## src/rtl/updown_counter_param_pkg.sv

```systemverilog
// Shared definitions for the parametrised up/down counter family.
package updown_counter_param_pkg;

    localparam logic DIR_UP   = 1'b0;
    localparam logic DIR_DOWN = 1'b1;

    localparam int MODE_WRAP = 0;
    localparam int MODE_SAT  = 1;

    // What the count register does on a given edge, in priority order.
    typedef enum logic [1:0] {
        OP_HOLD  = 2'd0,
        OP_STEP  = 2'd1,
        OP_LOAD  = 2'd2,
        OP_RESET = 2'd3
    } counter_op_e;

endpackage

```

## src/rtl/updown_counter_param_next.sv

```systemverilog
// Combinational next-value and limit detection for one up/down counter channel.
// Arithmetic is done one bit wider than the count so MOD = 2**WIDTH is safe.
module updown_next
    import updown_counter_param_pkg::*;
#(
    parameter int WIDTH    = 4,
    parameter int MOD      = 16,
    parameter int SATURATE = MODE_WRAP
) (
    input  logic [WIDTH-1:0] q,
    input  logic             select,
    output logic [WIDTH-1:0] next_q,
    output logic             at_limit
);

    localparam logic [WIDTH:0] LIMIT = (WIDTH+1)'(MOD - 1);

    logic [WIDTH:0] q_ext;
    logic [WIDTH:0] q_inc;
    logic [WIDTH:0] q_dec;

    assign q_ext = {1'b0, q};
    assign q_inc = q_ext + 1'b1;
    assign q_dec = q_ext - 1'b1;

    // Step one position in the selected direction, wrapping or holding at the limit.
    always_comb begin
        next_q   = q;
        at_limit = 1'b0;
        if (select == DIR_UP) begin
            at_limit = (q_ext == LIMIT);
            if (!at_limit) begin
                next_q = q_inc[WIDTH-1:0];
            end else if (SATURATE != MODE_SAT) begin
                next_q = '0;
            end
        end else begin
            at_limit = (q_ext == '0);
            if (!at_limit) begin
                next_q = q_dec[WIDTH-1:0];
            end else if (SATURATE != MODE_SAT) begin
                next_q = LIMIT[WIDTH-1:0];
            end
        end
    end

endmodule

```

## src/rtl/updown_counter_param.sv

```systemverilog
// Parametrised synchronous up/down counter with load, enable, wrap/saturate,
// terminal-count decode and a registered wrap pulse.
module updown_counter_param
    import updown_counter_param_pkg::*;
#(
    parameter int WIDTH    = 4,
    parameter int MOD      = 16,
    parameter int SATURATE = MODE_WRAP
) (
    input  logic             clk,
    input  logic             reset,
    input  logic             en,
    input  logic             select,
    input  logic             load,
    input  logic [WIDTH-1:0] load_val,
    output logic [WIDTH-1:0] q,
    output logic             tc,
    output logic             wrap
);

    localparam logic [WIDTH:0] LIMIT = (WIDTH+1)'(MOD - 1);

    generate
        if (MOD < 2 || MOD > (1 << WIDTH)) begin : g_bad_mod
            $error("updown_counter_param: MOD=%0d out of range for WIDTH=%0d", MOD, WIDTH);
        end
    endgenerate

    logic [WIDTH-1:0] limit_q;
    logic [WIDTH-1:0] step_q;
    logic             step_at_limit;
    logic [WIDTH-1:0] load_clamped;
    counter_op_e      op;

    assign limit_q = LIMIT[WIDTH-1:0];

    updown_next #(
        .WIDTH    (WIDTH),
        .MOD      (MOD),
        .SATURATE (SATURATE)
    ) u_next (
        .q        (q),
        .select   (select),
        .next_q   (step_q),
        .at_limit (step_at_limit)
    );

    // Loads above the modulus are clamped so q can never leave 0..MOD-1.
    always_comb begin
        load_clamped = load_val;
        if ({1'b0, load_val} > LIMIT) begin
            load_clamped = limit_q;
        end
    end

    // Edge priority: reset, then load, then enable, otherwise hold.
    always_comb begin
        op = OP_HOLD;
        if (reset) begin
            op = OP_RESET;
        end else if (load) begin
            op = OP_LOAD;
        end else if (en) begin
            op = OP_STEP;
        end
    end

    // Count and wrap registers; wrap is a one-cycle pulse aligned with the new q.
    always_ff @(posedge clk) begin
        case (op)
            OP_RESET: begin
                q    <= '0;
                wrap <= 1'b0;
            end
            OP_LOAD: begin
                q    <= load_clamped;
                wrap <= 1'b0;
            end
            OP_STEP: begin
                q    <= step_q;
                wrap <= step_at_limit;
            end
            default: begin
                q    <= q;
                wrap <= 1'b0;
            end
        endcase
    end

    // Terminal count follows select immediately.
    always_comb begin
        if (select == DIR_UP) begin
            tc = (q == limit_q);
        end else begin
            tc = (q == '0);
        end
    end

endmodule

```

## config.mk

```make
export PLATFORM = sky130hd
export DESIGN_NAME = updown_counter_param
export DESIGN_NICKNAME = d
export VERILOG_FILES = /design/src/rtl/updown_counter_param_pkg.sv /design/src/rtl/updown_counter_param_next.sv /design/src/rtl/updown_counter_param.sv
export SDC_FILE = /design/constraint.sdc
export NUM_CORES = 1
export LEC_CHECK = 0
export CAP_MARGIN = 30
export CORE_AREA = 2 2 39 41
export CTS_CLUSTER_DIAMETER = 40
export DETAILED_ROUTE_END_ITERATION = 10
export DIE_AREA = 0 0 41 43
export RECOVER_POWER = 50
export SLEW_MARGIN = 20
export SYNTH_ARGS = -nofsm -noshare
export SYNTH_HDL_FRONTEND = slang
export SYNTH_SLANG_ARGS = --single-unit
```

## constraint.sdc

```tcl
create_clock -name clk -period 4.1 [get_ports clk]
set_clock_uncertainty 0.2 [all_clocks]
set_input_delay 0.82 -clock clk [delete_from_list [all_inputs] [get_ports clk]]
set_output_delay 0.82 -clock clk [all_outputs]
set_load 0.03 [all_outputs]
```

==> parameters.txt <==
Parameter                              Value

Synthesis
  Sequential area share after synthesis ... 0.341
  Post-synth EDFFs ... 4
  Mean instance size in the synthesized netlist ... about 9 um2
  Share of the synthesized area in compound gates (AO/OA/AOI/OAI) ... 0.195
  Arithmetic-cell share of the synthesized area counting full adders, half adders and majority gates ... 0.152
  Distinct cells, synth ... 22
  Syn Nets ... 59
  Most instantiated flip-flop cell in the synthesis netlist ... sky130_fd_sc_hd__edfxtp_1
  Leading cell type by number of instances after synthesis ... sky130_fd_sc_hd__inv_1
  Area share of xor/xnor cells in the synthesized design ... 0.0427
  Main combinational cell family by area after synthesis ... compound AO/OA/AOI/OAI gates
  Simple-Gate Fraction of Synth Area ... 0.162
  Yosys warns ... 0
  Fraction of synthesized area in multiplexers ... 0.0244
  Largest cells by area after synthesis ... sky130_fd_sc_hd__edfxtp_1, sky130_fd_sc_hd__ha_1, sky130_fd_sc_hd__inv_1
  Synth cell count leaders ... sky130_fd_sc_hd__inv_1, sky130_fd_sc_hd__ha_1, sky130_fd_sc_hd__edfxtp_1, sky130_fd_sc_hd__nor2_1
  Post-synth top area share ... 0.293
  Fraction of registers with async set or reset after synthesis ... 0
  Flip-flop and latch count after synthesis ... 5
  Total standard cell area after synthesis ... around 410 um2
  Dominant cell type by area after synthesis ... sky130_fd_sc_hd__edfxtp_1
  Instance count of the mapped netlist ... 45

Pwr
  Power density of the placed cells ... roughly 300 nW/um2
  Net switching share of the total power ... 0.319
  Design internal power ... 125 uW
  Standby leakage power ... 0.000252 uW
  Max VDD drop ... 98.1 uV
  Switching power ... just under 60 uW
  Power share of the sequential group ... 0.358
  Clk network pwr share ... 0.326
  Comb pwr share ... 0.316

Cells and area
  Syn-to-layout area delta ... 45.4%
  Total area of multi-input combinational cells ... approximately 240 um2
  Number of non-filler instances in the completed layout ... 79
  Total of fill cells in the finished design ... around 150
  Ratio of cells with drive above 1 in the final layout ... 0.0635
  Register Area ... ~140 um2
  Number of nets in the final layout ... 78
  Number of antenna diodes ... 0

Clocking
  TritonCTS clock tree ... built
  Clock sink count ... 5
  Worst-Skew Late Latency ... between 200 and 300 ps
  Number of buffers added by the clock tree synthesis step ... 3
  Clock-pin slew on the worst setup and hold paths ... approximately 50 ps
  CTS Root Buffer Type ... sky130_fd_sc_hd__clkbuf_4
  Number of gates resized after CTS ... 0
  Clock buffer depth ... 2
  Max H-tree Level ... 1
  Number of buffers added to fix hold violations after cts ... 0
  Number of buffers inserted by post-CTS setup repair ... 0

Timing
  Worst Max-Slew Pin Slew ... slightly above 300 ps
  Crit share post-route ... 0.826
  Hold_ws ... approximately 570 ps
  Fmax achieved ... about 300 MHz
  Final WS setup ... slightly above 700 ps
  Final Hold Fails ... 0
  Pins Over Slew Limit ... 0
  RSZ-0062 raised after global routing ... false
  Minimum clock period after layout ... around 3400 ps
  Slew headroom ... 0.795
  Setup-violating endpoint count in the final report ... 0
  Setup TNS after final layout ... 0 ps

GRT
  GR Util All Layers ... 0.115
  Antenna violations before repair ... 0
  Vias in the first global route ... 346
  Wire length of the first global-routing pass ... roughly 1200 um
  Overflow left after global routing ... 0
  Largest net degree at the start of global routing ... 8

Placed design
  Placed Cells ... 75
  HPWL Detailed ... between 600 and 700 um
  Worst slack after detailed placement ... between 700 and 800 ps
  Total of buffers placed on input and output ports ... 14
  Final Wtd Congestion ... about 0.65

Worst setup path
  Sum of buffers and inverters on the critical path ... 3
  Critical path launch point type ... input pin
  Critical Path Max Stage Delay ... 660 ps
  Critical path required time ... 3080 ps
  Cell family with the largest share of critical-path delay ... buffers and inverters
  Setup Crit Path Kind ... in2out
  Data arrival time at the worst-slack endpoint ... roughly 2400 ps
  Crit path capture type ... output pin
  Slowest library cell on the worst path ... sky130_fd_sc_hd__clkdlybuf4s50_1
  Critical Path, Cell by Cell ... clkdlybuf4s50_1 -> inv_1 -> nand4_1 -> nand2_1 -> clkdlybuf4s50_1
  Crit Path Max Fanout ... 5
  Most used cell along the critical path ... sky130_fd_sc_hd__clkdlybuf4s50_1

Floorplanning
  Die outline area ... about 1800 um2
  Die height ... between 40 and 50 um
  I/O pin count ... 15
  Effective utilization at floorplan ... 0.297
  Die width ... 41 um
  Placement Rows ... 14
  Total core area ... between 1000 and 1500 um2

Routing
  Number of iterations in the first detailed-routing pass ... 2
  DRC violations left ... 0
  Via/cell ratio ... approximately 4.7
  Via count ... 372
  Detailed Route WL ... 827 um
  Remaining number of nets flagged by the antenna check after routing ... 0
  Detailed-route wire length per cell ... between 10 and 15 um
  Number of DRC violations after detailed-routing iteration 0 ... 3

Job
  Max Cap Violations ... 0

Status
  Status ... complete, no violations

Min path
  Worst Hold Class ... reg2reg
power groups by stage:
stage | registers (uW) | logic, uW | clock network [uW]
finish | 65.5 | 57.8 | 59.6
global route | 66.2 | 63.2 | 61.3
CTS | 65.5 | 58.8 | 60.3
detailed placement | 66.4 | 58.5 | 0
global placement | 66.3 | 59.4 | 0
floorplan | 73.0 | 27.9 | 0
layout make-up:
| class | instances | share of cell area |
|---|---|---|
| Inverter | 9 | 0.0566 |
| Timing Repair Buffer | 14 | 0.235 |
| Sequential cell | 5 | 0.235 |
| Clock buffer | 4 | 0.0440 |
| Tap cell | 16 | 0.0335 |
| Multi-Input combinational cell | 31 | 0.396 |
metrics by stage:
stage          cell area [um2]  power, uW   util
2_1_floorplan              410        101      -
3_3_place_gp               571        126  0.412
3_5_place_dp               571        125  0.412
4_1_cts                    597        185  0.431
5_1_grt                    597        191  0.431
6_report                   597        183  0.431
state kept, by name, indices dropped and copies added, names as in the netlist:
signal,cells
q,4
wrap,1
worst min-delay path, stage by stage (launching register included):
cell and delay [ps]:
sky130_fd_sc_hd__edfxtp_1 430, sky130_fd_sc_hd__nand4bb_1 200, sky130_fd_sc_hd__a21oi_1 90
final timing paths:
kind | end | startpoint | depth (start not counted) | slack (ps)
min | wrap | q[3] | 2 | 570
min reg2reg | wrap | q[3] | 2 | 570
max | tc | select | 5 | 710
max reg2reg | q[3] | q[0] | 4 | 2250
cells by family after synthesis:
kind of cell | Yosys count
compound gates | 11
xor+xnor | 2
fa+ha+maj | 5
buf+inv | 9
flops | 5
mux | 1
simple gates | 12
routing by layer:
layer,wire length (um),track usage,vias up
li1,-,-,198
met1,328,0.109,158
met5,0,0,-
met3,43,0.0314,3
met4,28,0.120,0
met2,426,0.178,13
placed cells by master, fill, tap and decap left out, drive strengths merged, types with 2 or more instances in the layout:
cell            n
ha              5
a22oi           2
clkdlybuf4s50  11
nand2           3
a21oi           4
nor2            4
inv             9
edfxtp          4
dlygate4sd3     3
clkbuf          4
Note: power is estimated with default switching activity, not from simulation.
